### config.mk
export PLATFORM = sky130hd
export DESIGN_NAME = mem_xfer_seq_flat
export DESIGN_NICKNAME = d
export VERILOG_FILES = /design/src/rtl/mem_xfer_seq_if.sv /design/src/rtl/mem_xfer_seq.sv /design/src/flat_wrapper.sv
export SDC_FILE = /design/constraint.sdc
export NUM_CORES = 1
export LEC_CHECK = 0
export BUFFER_PORTS_ARGS = -buffer_cell sky130_fd_sc_hd__buf_2
export CORE_MARGIN = 2
export CORE_UTILIZATION = 52
export DETAILED_ROUTE_END_ITERATION = 8
export PLACE_DENSITY = 0.84
export SYNTH_ARGS = -nofsm -noshare
export SYNTH_HDL_FRONTEND = slang
export SYNTH_SLANG_ARGS = --single-unit
### constraint.sdc
create_clock -name clk -period 3.95 [get_ports clk]
set_input_delay 0.1975 -clock clk [delete_from_list [all_inputs] [get_ports clk]]
set_output_delay 0.1975 -clock clk [all_outputs]
set_load 0.05 [all_outputs]
### src/rtl/mem_xfer_seq_if.sv
// Bus bundle for mem_xfer_seq: control, source-memory read port, FIFO push/pop ports,
// destination-memory write port and status.
interface mem_xfer_seq_if #(
    parameter int unsigned DW = 8,
    parameter int unsigned AW = 4
);
    logic          start;
    logic          abort;
    logic          src_re;
    logic [AW-1:0] src_addr;
    logic [DW-1:0] src_rdata;
    logic          fifo_wr_en;
    logic [DW-1:0] fifo_wdata;
    logic          fifo_full;
    logic          fifo_rd_en;
    logic [DW-1:0] fifo_rdata;
    logic          fifo_empty;
    logic          dst_we;
    logic [AW-1:0] dst_addr;
    logic [DW-1:0] dst_wdata;
    logic          busy;
    logic          done;
    logic [DW-1:0] checksum;

    modport master (
        input  start, abort, src_rdata, fifo_full, fifo_rdata, fifo_empty,
        output src_re, src_addr, fifo_wr_en, fifo_wdata, fifo_rd_en,
               dst_we, dst_addr, dst_wdata, busy, done, checksum
    );

    modport slave (
        output start, abort, src_rdata, fifo_full, fifo_rdata, fifo_empty,
        input  src_re, src_addr, fifo_wr_en, fifo_wdata, fifo_rd_en,
               dst_we, dst_addr, dst_wdata, busy, done, checksum
    );
endinterface

### src/rtl/mem_xfer_seq.sv
// Moves DEPTH words source memory -> FIFO -> destination memory through a 1-entry skid.
// Optional running checksum of written words: define MEM_XFER_SEQ_CHECKSUM_EN.
module mem_xfer_seq #(
    parameter int unsigned DW    = 8,
    parameter int unsigned DEPTH = 16,
    parameter int unsigned AW    = 4
) (
    input logic           clk,
    input logic           rst,
    mem_xfer_seq_if.master bus
);

    typedef enum logic [1:0] {StIdle, StRun, StDone} state_e;

    localparam logic [AW:0] DepthCnt = (AW + 1)'(DEPTH);

    state_e        state_q, state_d;
    logic [AW:0]   src_cnt_q, src_cnt_d;
    logic [AW:0]   iss_cnt_q, iss_cnt_d;
    logic [AW:0]   dst_cnt_q, dst_cnt_d;
    logic          rd_pend_q, rd_pend_d;
    logic          skid_vld_q, skid_vld_d;
    logic [DW-1:0] skid_q, skid_d;
    logic          pop_q, pop_d;

    logic run, launch, kill, drop, last_wr;
    logic src_re, fifo_wr_en, fifo_rd_en;

    always_comb begin
        run        = (state_q == StRun);
        launch     = (state_q == StIdle) && bus.start;
        kill       = run && bus.abort;
        src_re     = run && !bus.abort && (src_cnt_q < DepthCnt) &&
                     (!skid_vld_q || !bus.fifo_full);
        fifo_wr_en = skid_vld_q && !bus.fifo_full;
        fifo_rd_en = run && !bus.abort && !bus.fifo_empty && (iss_cnt_q < DepthCnt);
        // Returning read data with the skid held by a full FIFO is dropped and re-read.
        drop       = rd_pend_q && skid_vld_q && bus.fifo_full;
        last_wr    = pop_q && (dst_cnt_q == DepthCnt - 1'b1);

        state_d    = state_q;
        src_cnt_d  = src_cnt_q;
        iss_cnt_d  = iss_cnt_q;
        dst_cnt_d  = dst_cnt_q;
        skid_vld_d = skid_vld_q;
        skid_d     = skid_q;
        rd_pend_d  = src_re;
        pop_d      = fifo_rd_en;

        if (fifo_wr_en) begin
            skid_vld_d = 1'b0;
        end
        if (rd_pend_q && !drop) begin
            skid_vld_d = 1'b1;
            skid_d     = bus.src_rdata;
        end

        if (src_re) begin
            src_cnt_d = src_cnt_q + 1'b1;
        end else if (drop) begin
            src_cnt_d = src_cnt_q - 1'b1;
        end
        if (fifo_rd_en) begin
            iss_cnt_d = iss_cnt_q + 1'b1;
        end
        if (pop_q) begin
            dst_cnt_d = dst_cnt_q + 1'b1;
        end

        unique case (state_q)
            StIdle: if (bus.start) state_d = StRun;
            StRun: begin
                if (bus.abort) begin
                    state_d = StIdle;
                end else if (last_wr) begin
                    state_d = StDone;
                end
            end
            StDone:  state_d = StIdle;
            default: state_d = StIdle;
        endcase

        if (launch || kill) begin
            skid_vld_d = 1'b0;
            skid_d     = '0;
        end
        if (launch) begin
            src_cnt_d = '0;
            iss_cnt_d = '0;
            dst_cnt_d = '0;
        end
    end

    always_ff @(posedge clk or posedge rst) begin
        if (rst) begin
            state_q    <= StIdle;
            src_cnt_q  <= '0;
            iss_cnt_q  <= '0;
            dst_cnt_q  <= '0;
            rd_pend_q  <= 1'b0;
            skid_vld_q <= 1'b0;
            skid_q     <= '0;
            pop_q      <= 1'b0;
        end else begin
            state_q    <= state_d;
            src_cnt_q  <= src_cnt_d;
            iss_cnt_q  <= iss_cnt_d;
            dst_cnt_q  <= dst_cnt_d;
            rd_pend_q  <= rd_pend_d;
            skid_vld_q <= skid_vld_d;
            skid_q     <= skid_d;
            pop_q      <= pop_d;
        end
    end

`ifdef MEM_XFER_SEQ_CHECKSUM_EN
    logic [DW-1:0] sum_q;

    always_ff @(posedge clk or posedge rst) begin
        if (rst) begin
            sum_q <= '0;
        end else if (launch) begin
            sum_q <= '0;
        end else if (pop_q) begin
            sum_q <= sum_q + bus.fifo_rdata;
        end
    end

    assign bus.checksum = sum_q;
`else
    assign bus.checksum = '0;
`endif

    assign bus.src_re     = src_re;
    assign bus.src_addr   = src_cnt_q[AW-1:0];
    assign bus.fifo_wr_en = fifo_wr_en;
    assign bus.fifo_wdata = skid_q;
    assign bus.fifo_rd_en = fifo_rd_en;
    assign bus.dst_we     = pop_q;
    assign bus.dst_addr   = dst_cnt_q[AW-1:0];
    assign bus.dst_wdata  = pop_q ? bus.fifo_rdata : '0;
    assign bus.busy       = run;
    assign bus.done       = (state_q == StDone);

endmodule

### src/flat_wrapper.sv
// flat-port wrapper written by rule: the top's interface ports become plain ports
module mem_xfer_seq_flat 
#(
    parameter int unsigned DW    = 8,
    parameter int unsigned DEPTH = 16,
    parameter int unsigned AW    = 4
)
  (clk, rst, bus_start, bus_abort, bus_src_rdata, bus_fifo_full, bus_fifo_rdata, bus_fifo_empty, bus_src_re, bus_src_addr, bus_fifo_wr_en, bus_fifo_wdata, bus_fifo_rd_en, bus_dst_we, bus_dst_addr, bus_dst_wdata, bus_busy, bus_done, bus_checksum);
  mem_xfer_seq_if #(.DW(DW), .AW(AW)) bus_i ();
  input logic clk;
  input logic rst;
  input wire logic [$bits(bus_i.start)-1:0] bus_start;
  input wire logic [$bits(bus_i.abort)-1:0] bus_abort;
  input wire logic [$bits(bus_i.src_rdata)-1:0] bus_src_rdata;
  input wire logic [$bits(bus_i.fifo_full)-1:0] bus_fifo_full;
  input wire logic [$bits(bus_i.fifo_rdata)-1:0] bus_fifo_rdata;
  input wire logic [$bits(bus_i.fifo_empty)-1:0] bus_fifo_empty;
  output wire logic [$bits(bus_i.src_re)-1:0] bus_src_re;
  output wire logic [$bits(bus_i.src_addr)-1:0] bus_src_addr;
  output wire logic [$bits(bus_i.fifo_wr_en)-1:0] bus_fifo_wr_en;
  output wire logic [$bits(bus_i.fifo_wdata)-1:0] bus_fifo_wdata;
  output wire logic [$bits(bus_i.fifo_rd_en)-1:0] bus_fifo_rd_en;
  output wire logic [$bits(bus_i.dst_we)-1:0] bus_dst_we;
  output wire logic [$bits(bus_i.dst_addr)-1:0] bus_dst_addr;
  output wire logic [$bits(bus_i.dst_wdata)-1:0] bus_dst_wdata;
  output wire logic [$bits(bus_i.busy)-1:0] bus_busy;
  output wire logic [$bits(bus_i.done)-1:0] bus_done;
  output wire logic [$bits(bus_i.checksum)-1:0] bus_checksum;
  assign bus_i.start = bus_start;
  assign bus_i.abort = bus_abort;
  assign bus_i.src_rdata = bus_src_rdata;
  assign bus_i.fifo_full = bus_fifo_full;
  assign bus_i.fifo_rdata = bus_fifo_rdata;
  assign bus_i.fifo_empty = bus_fifo_empty;
  assign bus_src_re = bus_i.src_re;
  assign bus_src_addr = bus_i.src_addr;
  assign bus_fifo_wr_en = bus_i.fifo_wr_en;
  assign bus_fifo_wdata = bus_i.fifo_wdata;
  assign bus_fifo_rd_en = bus_i.fifo_rd_en;
  assign bus_dst_we = bus_i.dst_we;
  assign bus_dst_addr = bus_i.dst_addr;
  assign bus_dst_wdata = bus_i.dst_wdata;
  assign bus_busy = bus_i.busy;
  assign bus_done = bus_i.done;
  assign bus_checksum = bus_i.checksum;
  mem_xfer_seq #(.DW(DW), .DEPTH(DEPTH), .AW(AW)) u_core (.clk(clk), .rst(rst), .bus(bus_i));
endmodule
# ---- Word-level counts from Yosys, hierarchy flattened
# Cells that the tools add are included.
dict set report classes {
  n_lt_le_gt_ge 2
  muxes 17
  addsub 4
  n_reduce_logical 26
  eq_ne 5
}
# cell count
set op_table {}
lappend op_table {{5-bit 2-to-1 mux} 7}
lappend op_table {{8-bit 2-to-1 mux} 3}
lappend op_table {{5-bit by 1-bit adder with 5-bit output (second input constant)} 3}
lappend op_table {{1-bit logical AND} 12}
lappend op_table {{5-bit less-than comparator (second input constant)} 2}
lappend op_table {{2-bit 2-to-1 mux} 3}
lappend op_table {{2-bit nonzero test} 3}
lappend op_table {{3-bit nonzero test} 2}
lappend op_table {{5-bit by 4-bit == test with 1-bit output (second input constant)} 1}
lappend op_table {{1-bit zero test} 5}
lappend op_table {{5-bit by 1-bit subtractor with 5-bit output (second input constant)} 1}
lappend op_table {{2-bit one-hot mux with 2 select lines} 1}
lappend op_table {{1-bit 2-to-1 mux} 3}
lappend op_table {{3-bit by 2-bit inequality test with 1-bit output (second input constant)} 1}
lappend op_table {{2-bit by 1-bit == test with 1-bit output (second input constant)} 1}
lappend op_table {{2-bit == test (second input constant)} 1}
lappend op_table {{2-bit zero test} 1}
lappend op_table {{1-bit logical OR} 2}
lappend op_table {{2-bit inequality test (second input constant)} 1}
lappend op_table {{2-bit AND reduction} 1}
dict set report totals {
  output_inout_bits 38
  inputBits 22
  regBits 28
  elab_cells 62
}

# ---- Longest topological paths before layout
# Gate-level depths: netlist (run 1).
dict set report logic_depth {
  depth_word 6
  ltp_mapped 9
  ltp_nobuf 8
}

# ---- Least setup slack after synthesis (run 1)
# Ideal clock, no wire load.
dict set report synth_timing {
  kind {reg-to-reg}
  start {reg u_core.state_q[1]}
  end {reg u_core.src_cnt_q[4]}
  stages_incl_launch_ff 10
  path_slack_ns 1.499
  t_required_ns 3.856
  setup_time_ns 0.094
  arrival_ns 2.357
  n_path_buf 1
  period_less_slack_ns 2.451
  cell_sequence {dfrtp_1 or3b_1 buf_6 nor2_4 inv_1 fa_1 nand3_1 and3b_1 a211oi_1 a211oi_1}
}
dict set report synth_between {
  elab_chain_len 6
  word_cells_on_any_way 9
  classes_between {1 x eq/ne; 2 x mux; 6 x reduce/logical}
}
# element line
set synth_rtl {}
lappend synth_rtl {{start, declared} mem_xfer_seq.sv:17} ;# state_e state_q, state_d;
lappend synth_rtl {{start signal, assigned} mem_xfer_seq.sv:96} ;# state_q <= StIdle;
lappend synth_rtl {{start signal, assigned} mem_xfer_seq.sv:105} ;# state_q <= state_d;
lappend synth_rtl {{2-bit by 1-bit == test with 1-bit output *} mem_xfer_seq.sv:30} ;# run = (state_q == StRun);
lappend synth_rtl {{1-bit logical AND * (3 in a row)} mem_xfer_seq.sv:33} ;# src_re = run && !bus.abort && (src_cnt_q < DepthCnt) &&
lappend synth_rtl {{named net bus_src_re} flat_wrapper.sv:18} ;# output wire logic [$bits(bus_i.src_re)-1:0] bus_src_re;
lappend synth_rtl {{5-bit 2-to-1 mux} mem_xfer_seq.sv:58} ;# if (src_re) begin
lappend synth_rtl {{5-bit 2-to-1 mux} mem_xfer_seq.sv:87} ;# if (launch) begin
lappend synth_rtl {{end signal, assigned} mem_xfer_seq.sv:106} ;# src_cnt_q <= src_cnt_d;
lappend synth_rtl {{end, declared} mem_xfer_seq.sv:18} ;# logic [AW:0] src_cnt_q, src_cnt_d;
# Mark *: on every way through the listed nets, which the timed path passes. The rest lies on a longest branch.
# A chain may end at the register's enable or synchronous reset.

# ---- Final worst setup path (run 1)
dict set report layout_timing {
  start {reg u_core.state_q[1]}
  end {reg u_core.src_cnt_q[4]}
}
dict set report layout_between {
  elab_chain_len 6
  word_cells_on_any_way 9
  classes_between {1 x eq/ne; 2 x mux; 6 x reduce/logical}
}
# element line
set layout_rtl {}
lappend layout_rtl {{2-bit by 1-bit == test with 1-bit output} mem_xfer_seq.sv:30}
lappend layout_rtl {{1-bit logical AND (3 in a row)} mem_xfer_seq.sv:33}
lappend layout_rtl {{5-bit 2-to-1 mux} mem_xfer_seq.sv:58}
lappend layout_rtl {{5-bit 2-to-1 mux} mem_xfer_seq.sv:87}
# Several ways; a longest one is shown, not always the timed one.

==> results of run 1 <==
[state kept, by name, summed over array words and instances, names as in the netlist]
| name | count |
|---|---|
| u_core.bus.dst_we | 1 |
| u_core.bus.fifo_wdata | 8 |
| u_core.dst_cnt_q | 5 |
| u_core.iss_cnt_q | 5 |
| u_core.rd_pend_q | 1 |
| u_core.skid_vld_q | 1 |
| u_core.src_cnt_q | 5 |
| u_core.state_q | 2 |
[cells by family after synthesis]
| group | after synthesis | synth area share (%) |
|---|---|---|
| AND/OR/NAND/NOR | 69 | 23.5 |
| buffers and inverters | 25 | 10.1 |
| AO/OA/AOI/OAI | 21 | 8.76 |
| flip-flops | 28 | 43.8 |
| adder cells (fa/ha/maj) | 8 | 6.73 |
| XOR/XNOR | 8 | 4.38 |
| other | 1 | 0.235 |
| multiplexers | 4 | 2.50 |
[per-layer routing]
layer	track usage, %	vias up	routed length [µm]
li1	-	600	-
met1	21.8	539	1210
met2	25.7	35	1280
met3	3.28	5	154
met4	8.12	0	57
met5	0	-	0
[through the flow]
step	total power, µW	instance area (µm²)
3_5_place_dp	831	1770
5_1_grt	1030	1810
2_1_floorplan	780	1630
4_1_cts	975	1810
3_3_place_gp	821	1770
6_report	965	1810
[worst min-delay path by stage]
stage / start / end / depth (start not counted)
final: rst / u_core.bus.fifo_wdata[0]$_DFFE_PP0P_ / 2
after global routing: bus_src_rdata[3] / u_core.bus.fifo_wdata[3]$_DFFE_PP0P_ / 3
after CTS: bus_src_rdata[1] / u_core.bus.fifo_wdata[1]$_DFFE_PP0P_ / 3
after detailed placement: bus_src_rdata[1] / u_core.bus.fifo_wdata[1]$_DFFE_PP0P_ / 3
after global placement: bus_src_rdata[1] / u_core.bus.fifo_wdata[1]$_DFFE_PP0P_ / 3
after floorplan: rst / u_core.bus.dst_we$_DFF_PP0_ / 1
[area by class of cell]
type	count	area, µm²	share of cell area [%]
repair buffers	51	255	14.1
inverters	3	11.3	0.623
well taps	33	41.3	2.28
clock buffers	4	36.3	2.01
flip-flops and latches	28	701	38.8
multi-input cells	118	763	42.2
[cells in the mapped netlist, drive strengths merged]
cell	n
nor4b	1
and2	10
a211oi	4
mux2i	4
clkbuf	5
conb	1
dfrtp	28
or3b	1
buf	17
fa	1
o211ai	1
and3b	1
and2b	1
nor3	1
nand2	24
nor2	19
xor2	2
o21ai	2
nor2b	2
and3	2
ha	7
nand3	4
nor4	1
nand2b	1
a21o	1
nand4	1
xnor2	6
inv	3
a21oi	12
a41oi	1
[power by group]
group,leakage (µW),switching (µW),internal (µW)
registers,0.000378,45.7,333
logic,0.000550,309,137
clock network,0.0000210,83.3,56.7
==> impl_metrics.toml, run 1 <==
[run_status]
status = "completed"

[clock_tree]
post_cts_buffers = 0
clkSinkCount = 28
ctsResizeCount = 0
tritoncts = "yes"
cts_made_buffers = 3
cts_hold_buf = 0
clkLatencyLatePin_ns = 0.34
root_buffer = "clkbuf_4"
clkSlewWorstSetupHoldPaths_ns = 0.14
cts.htree.levels = 1
cts_buffer_depth = 2

[timing]
max_freq_mhz = 402
tightest_slew_ns = 1.01
hold_viol = 0
maxSlewViolCount = 0
setup_violations = 0
slew_headroom_pct = 32.7
rsz0062_at_grt = "false"
setup_slack_ns = 1.46
tns_ns = 0
fin_crit_ns = 2.49
period_share_pct = 63.0
clock_skew_ns = 0.00221
whs_ns = 0.0714

[route]
drtIter0Drc = 35
wl_per_cell_um = 11.4
routed_wl_um = 2710
dr.pass1.iters = 4
num_vias = 1179
ant_nets = 0
vias_per_cell = 4.97
drc_errors = 0

[synthesis]
ys_top_cells_by_area = "dfrtp_1 (44%), buf_4 (7.5%), nand2_1 (5.6%), ha_1 (5.5%), nor2_1 (4.2%)"
synth_top_area_cell = "dfrtp_1"
synth-seq-cells = 28
yosysWarnings = 0
synth.top_cell.area_share_pct = 43.8
synth.distinct_cells = 34
yosysSeqAreaShare_pct = 43.8
syn_area_per_cell_um2 = 9.75
netlist_area_mm2 = 0.00160
syn_inst = 164

[power]
max-vdd-ir-drop_mv = 0.196
power.density_mw_per_mm2 = 534
p_leak_uw = 0.000949

[setup_path]
crit_path_frequent_cell = "a211oi_1"
endpoint = "u_core.src_cnt_q[4]$_DFFE_PP0P_"
crit_path_end_kind = "register"
cp_slowest_stage_delay_ns = 0.62
crit_type = "reg2reg"
cp_max_fo = 8
crit_buf_inv = 1
start_kind = "register"
critPathTopFamily = "simple AND/OR/NAND/NOR gates"
crit_cells = 8
cp.arrival_ns = 2.75
rr_endpoint = "u_core.src_cnt_q[4]$_DFFE_PP0P_"
worstPathCellList = "or3b_1 -> nor2_4 -> inv_1 -> ha_1 -> a21oi_1 -> and3b_1 -> a211oi_1 -> a211oi_1"
worstPathRequired_ns = 4.21
slowest_stage = "or3b_1"
crit_start = "u_core.state_q[1]$_DFFE_PP0P_"
regToRegSetupSlack_ns = 1.46
rr_worst_depth = 8
crit-reg2reg-launch = "u_core.state_q[1]$_DFFE_PP0P_"

[layout]
final_util_pct = 60.7
mostFrequentLayoutCells = "buf_2 (51), dfrtp_1 (28), nand2_1 (24)"
fillers = 252
area_growth_pct = 13.1
antenna_cells = 0
drive_gt1_share_pct = 29.9
final_common_cell = "buf_2"
nets = 235
fin_cells = 237

[placement]
hpwl_um = 2130
dp.cells = 233
dp_slack_ns = 1.50
finalWeightedCongestion = 0.813
io_buffers = 51

[grt]
grt_max_degree = 29
antenna_found_initial = 0
grtUsageTotal_pct = 16.5
grt_overflow_total = 0
grt_pass1_vias = 965
grt_pass1_wl_um = 4290

[floorplan]
core.rowCount = 20
die_area_mm2 = 0.00353
start_util_pct = 53.7
coreArea_mm2 = 0.00298
die_h_um = 59.5
die_w_um = 59.5
boundaryPins = 60

[flow_run]
cap_violations = 0

[hold_path]
min_path_type = "in2async"
Power figures use the tool's default switching activity.
==> inputs of run 2 (changes only) <==
--- a/config.mk
+++ b/config.mk
@@ -7,9 +7,9 @@
 export LEC_CHECK = 0
 export BUFFER_PORTS_ARGS = -buffer_cell sky130_fd_sc_hd__buf_2
 export CORE_MARGIN = 2
-export CORE_UTILIZATION = 52
+export CORE_UTILIZATION = 49
 export DETAILED_ROUTE_END_ITERATION = 8
-export PLACE_DENSITY = 0.84
+export PLACE_DENSITY = 0.8
 export SYNTH_ARGS = -nofsm -noshare
 export SYNTH_HDL_FRONTEND = slang
 export SYNTH_SLANG_ARGS = --single-unit
==> constraint.sdc (replaced) <==
create_clock -name clk -period 2.29 [get_ports clk]
set_input_delay 0.1145 -clock clk [delete_from_list [all_inputs] [get_ports clk]]
set_output_delay 0.1145 -clock clk [all_outputs]
set_load 0.05 [all_outputs]
==> run 2 against run 1 <==
- count of clock-buffer cells in the layout is 1 lower
- critical path depth is the same
- via count is 3.7% higher
- cell area is 7.9% higher
- total power rose by 86%
- die area up 5.7%
- wire length rose by 11%
- combinational power increased by 81%
==> impl_metrics.toml, run 2 (same netlist as run 1, synthesis figures left out) <==
[floorplan]
coreArea_mm2 = 0.00308
boundaryPins = 60
core.rowCount = 20
die_area_mm2 = 0.00374
die_w_um = 61.1
die_h_um = 61.1
start_util_pct = 52.0

[timing]
rsz0062_at_grt = "false"
tns_ns = 0
clock_skew_ns = 0.00433
setup_violations = 0
maxSlewViolCount = 0
period_share_pct = 90.6
tightest_slew_ns = 0.550
max_freq_mhz = 482
hold_viol = 0
fin_crit_ns = 2.08
slew_headroom_pct = 63.2

[power]
p_leak_uw = 0.00100
max-vdd-ir-drop_mv = 0.328
power.density_mw_per_mm2 = 918

[grt]
grtUsageTotal_pct = 18.0
grt_max_degree = 29
grt_pass1_wl_um = 5080
grt_pass1_vias = 1201
grt_overflow_total = 0
antenna_found_initial = 0

[layout]
area_growth_pct = 22.0
mostFrequentLayoutCells = "buf_2 (51), dfrtp_1 (28), nand2_1 (24)"
fillers = 279
seq_area_um2 = 701
antenna_cells = 0
largest_reg_flops = 8
final_common_cell = "buf_2"
multiInputGateArea_um2 = 778
nets = 245
fin_cells = 258
drive_gt1_share_pct = 30.8

[setup_path]
cp.arrival_ns = 2.29
cp_max_fo = 5
start_kind = "register"
crit-reg2reg-launch = "u_core.state_q[1]$_DFFE_PP0P_"
crit_type = "reg2reg"
crit_start = "u_core.state_q[1]$_DFFE_PP0P_"
crit_path_end_kind = "register"
regToRegSetupSlack_ns = 0.21
worstPathRequired_ns = 2.51

[clock_tree]
clkLatencyLatePin_ns = 0.32
clkSlewWorstSetupHoldPaths_ns = 0.15
post_cts_buffers = 0
clkSinkCount = 28
cts_made_buffers = 3
cts_buffer_depth = 2
root_buffer = "clkbuf_4"
tritoncts = "yes"
cts.htree.levels = 1

[hold_path]
min_path_type = "in2reg"
min_from = "bus_src_rdata[1]"

[placement]
finalWeightedCongestion = 0.773
io_buffers = 51
dp.cells = 246
hpwl_um = 2240

[route]
highest_layer = "met4"
routed_wl_um = 2990
num_vias = 1223
ant_nets = 0
wl_met2_um = 1560
met3WireLength_um = 170
dr.pass1.iters = 4
wl_met1_um = 1240
vias_per_cell = 4.74
drtIter0Drc = 49
wl_per_cell_um = 11.6
drc_errors = 0

[flow_run]
cap_violations = 0

[run_status]
status = "completed"
run 2: layer usage:
layer | vias to the layer above | track usage (%)
li1 | 619 | -
met1 | 565 | 20.1
met2 | 37 | 35.1
met3 | 2 | 2.94
met4 | 0 | 4.04
met5 | - | 0
run 2: layout make-up:
class,instances,area share (%)
Multi-Input combinational cell,118,39.9
Sequential cell,28,35.9
Timing Repair Buffer,61,18.0
Tap cell,44,2.82
Clock inverter,1,1.54
Clock buffer,3,1.15
Inverter,3,0.706
run 2: through the flow:
stage	util (%)	hold slack, ns	setup slack (ns)	cell area [µm²]	power, µW
after global routing	63.4	0.00795	0.0924	1950	1910
after global placement	59.1	0.195	0.301	1820	1440
after CTS	63.0	0.00171	0.200	1940	1800
after detailed placement	59.1	0.207	0.239	1820	1460
after floorplan	-	0.180	0.0199	1640	1360
final	63.4	0.00631	0.215	1950	1790
run 2: final timing paths:
check | end | depth (start not counted)
max in group asynchronous | u_core.iss_cnt_q[3]$_DFFE_PP0P_ | 4
min | u_core.bus.fifo_wdata[1]$_DFFE_PP0P_ | 3
min reg2reg | u_core.src_cnt_q[4]$_DFFE_PP0P_ | 1
max reg2reg | u_core.src_cnt_q[3]$_DFFE_PP0P_ | 8
max | u_core.src_cnt_q[3]$_DFFE_PP0P_ | 8
min in group asynchronous | u_core.dst_cnt_q[4]$_DFFE_PP0P_ | 4
run 2: where the power goes:
part / switching (µW) / internal, µW / leakage [µW]
combinational: 541 / 264 / 0.000594
clock: 146 / 177 / 0.0000279
sequential: 86.5 / 574 / 0.000378
run 2: worst max-delay path: stages, from the launching register on:
cell and delay, ns:
dfrtp_1 0.44, or3b_1 0.42, nor2_4 0.16, inv_4 0.07, ha_1 0.31, nand3_1 0.11
and3_1 0.19, o211ai_1 0.17, o21ai_0 0.11
run 2: timing repair:
item / CTS / global route
hold buffers: 7 / 1
hold endpoints to repair: 34 / 1
gates resized for setup: 0 / 0
==> inputs of run 3 (changes only) <==
--- a/config.mk
+++ b/config.mk
@@ -7,9 +7,10 @@
 export LEC_CHECK = 0
 export BUFFER_PORTS_ARGS = -buffer_cell sky130_fd_sc_hd__buf_2
 export CORE_MARGIN = 2
-export CORE_UTILIZATION = 49
+export CORE_UTILIZATION = 51
+export CTS_BUF_LIST = sky130_fd_sc_hd__clkbuf_8
 export DETAILED_ROUTE_END_ITERATION = 8
-export PLACE_DENSITY = 0.8
+export PLACE_DENSITY = 0.82
 export SYNTH_ARGS = -nofsm -noshare
 export SYNTH_HDL_FRONTEND = slang
 export SYNTH_SLANG_ARGS = --single-unit
==> constraint.sdc (replaced) <==
create_clock -name clk -period 2.29 [get_ports clk]
set_input_delay 0.1145 -clock clk [delete_from_list [all_inputs] [get_ports clk]]
set_output_delay 0.1145 -clock clk [all_outputs]
set_load 0.02 [all_outputs]
==> run 3 against run 2 <==
- cell area is 4.1% lower
- clock power down 8.0%
- global-route usage down 1.8 points
- worst hold slack better by 0.065 ns
- first-iteration DRC count shrank 37%
- count of clock-buffer cells in the layout up 1
==> impl_metrics.toml, run 3 (same netlist as run 1, synthesis figures left out) <==
[run_status]
status = "completed"

[route]
num_vias = 1181
dr.pass1.iters = 5
ant_nets = 0
drtIter0Drc = 31
routed_wl_um = 2740
wl_per_cell_um = 10.9
drc_errors = 0
vias_per_cell = 4.71

[setup_path]
rr_worst_depth = 8
crit_path_end_kind = "register"
worstPathRequired_ns = 2.47
cp.arrival_ns = 2.29
cp_max_fo = 5
start_kind = "register"
crit_type = "reg2reg"

[placement]
io_buffers = 51
dp.cells = 246
dp_slack_ns = 0.116
hpwl_um = 2120
finalWeightedCongestion = 0.725
place_area_mm2 = 0.00180

[grt]
grt_overflow_total = 0
grt_max_degree = 29
grt_pass1_vias = 1020
grtUsageMet1_pct = 20.9
grt_pass1_wl_um = 4450
grt-busiest-layer = "met2"
grt_use_met3_pct = 3.03
use_met2_pct = 27.8
antenna_found_initial = 0
grtUsageTotal_pct = 16.1

[power]
p_leak_uw = 0.000970
power_uw = 1550
max-vdd-ir-drop_mv = 0.320
power.density_mw_per_mm2 = 830

[floorplan]
start_util_pct = 52.8
coreArea_mm2 = 0.00303
die_h_um = 60.0
die_area_mm2 = 0.00360
die_w_um = 60.0
core.rowCount = 20
boundaryPins = 60

[timing]
max_freq_mhz = 475
period_share_pct = 91.9
hold_viol = 0
setup_slack_ns = 0.185
tns_ns = 0
maxSlewViolCount = 0
setup_violations = 0
fin_crit_ns = 2.11
slew_headroom_pct = 62.3
clock_skew_ns = 0.00700
tightest_slew_ns = 0.563
rsz0062_at_grt = "false"

[clock_tree]
root_buffer = "clkbuf_8"
cts_made_buffers = 3
clkSlewWorstSetupHoldPaths_ns = 0.09
tritoncts = "yes"
clkSinkCount = 28
cts.htree.levels = 1
post_cts_buffers = 0
cts_buffer_depth = 2
clkLatencyLatePin_ns = 0.27

[hold_path]
hold_depth = 3
min_path_type = "in2reg"

[flow_run]
cap_violations = 0

[layout]
final_common_cell = "buf_2"
fin_cells = 251
final_area_mm2 = 0.00187
mostFrequentLayoutCells = "buf_2 (51), dfrtp_1 (28), nand2_1 (24)"
drive_gt1_share_pct = 31.9
seq_area_um2 = 701
largest_reg_flops = 8
area_growth_pct = 17.0
fillers = 258
nets = 238
multiInputGateArea_um2 = 768
antenna_cells = 0
==> run 3: per-stage QoR <==
step	hold WS, ns	utilization (%)
floorplan	0.180	-
global placement	0.191	59.5
detailed placement	0.196	59.5
CTS	0.0736	61.6
global route	0.0801	61.8
finish	0.0715	61.8
==> run 3: power breakdown <==
part / switching [µW] / total [µW] / internal [µW]
Clock: 143 / 297 / 154
Sequential: 78.3 / 653 / 575
Combinational: 358 / 603 / 245
==> run 3: worst paths after layout <==
path | startpoint | end | slack [ns]
worst max-delay path | u_core.state_q[1]$_DFFE_PP0P_ | u_core.src_cnt_q[4]$_DFFE_PP0P_ | 0.18
min in group asynchronous | rst | u_core.bus.fifo_wdata[0]$_DFFE_PP0P_ | 0.44
worst max register to register | u_core.state_q[1]$_DFFE_PP0P_ | u_core.src_cnt_q[4]$_DFFE_PP0P_ | 0.18
max in group asynchronous | rst | u_core.rd_pend_q$_DFF_PP0_ | 1.58
worst min register to register | u_core.src_cnt_q[4]$_DFFE_PP0P_ | u_core.src_cnt_q[4]$_DFFE_PP0P_ | 0.50
worst min-delay path | bus_src_rdata[6] | u_core.bus.fifo_wdata[6]$_DFFE_PP0P_ | 0.07
==> run 3: critical path, stage by stage, from the launching register on <==
cell	delay, ns
dfrtp_1	0.42
or3b_4	0.42
nor2_4	0.15
inv_2	0.08
ha_1	0.32
a21oi_1	0.18
and3b_1	0.20
a211oi_1	0.05
a211oi_1	0.20
==> run 3: metal layers <==
layer	vias up	part of all wire [%]
li1	603	-
met1	529	46
met2	45	47
met3	4	6.8
met4	0	1.1
met5	-	0
==> run 3: what timing repair did <==
item	CTS	global route
endpoints found under the hold margin	28	0
endpoints found under the setup margin	0	1
hold buffers	1	0
gates resized for setup	0	3
==> run 3: area by class of cell <==
class / count / area share, %
timing repair buffer: 54 / 15.0
multi-input combinational: 118 / 41.1
tap: 44 / 2.94
inverter: 3 / 0.602
clock buffer: 4 / 2.94
sequential: 28 / 37.5
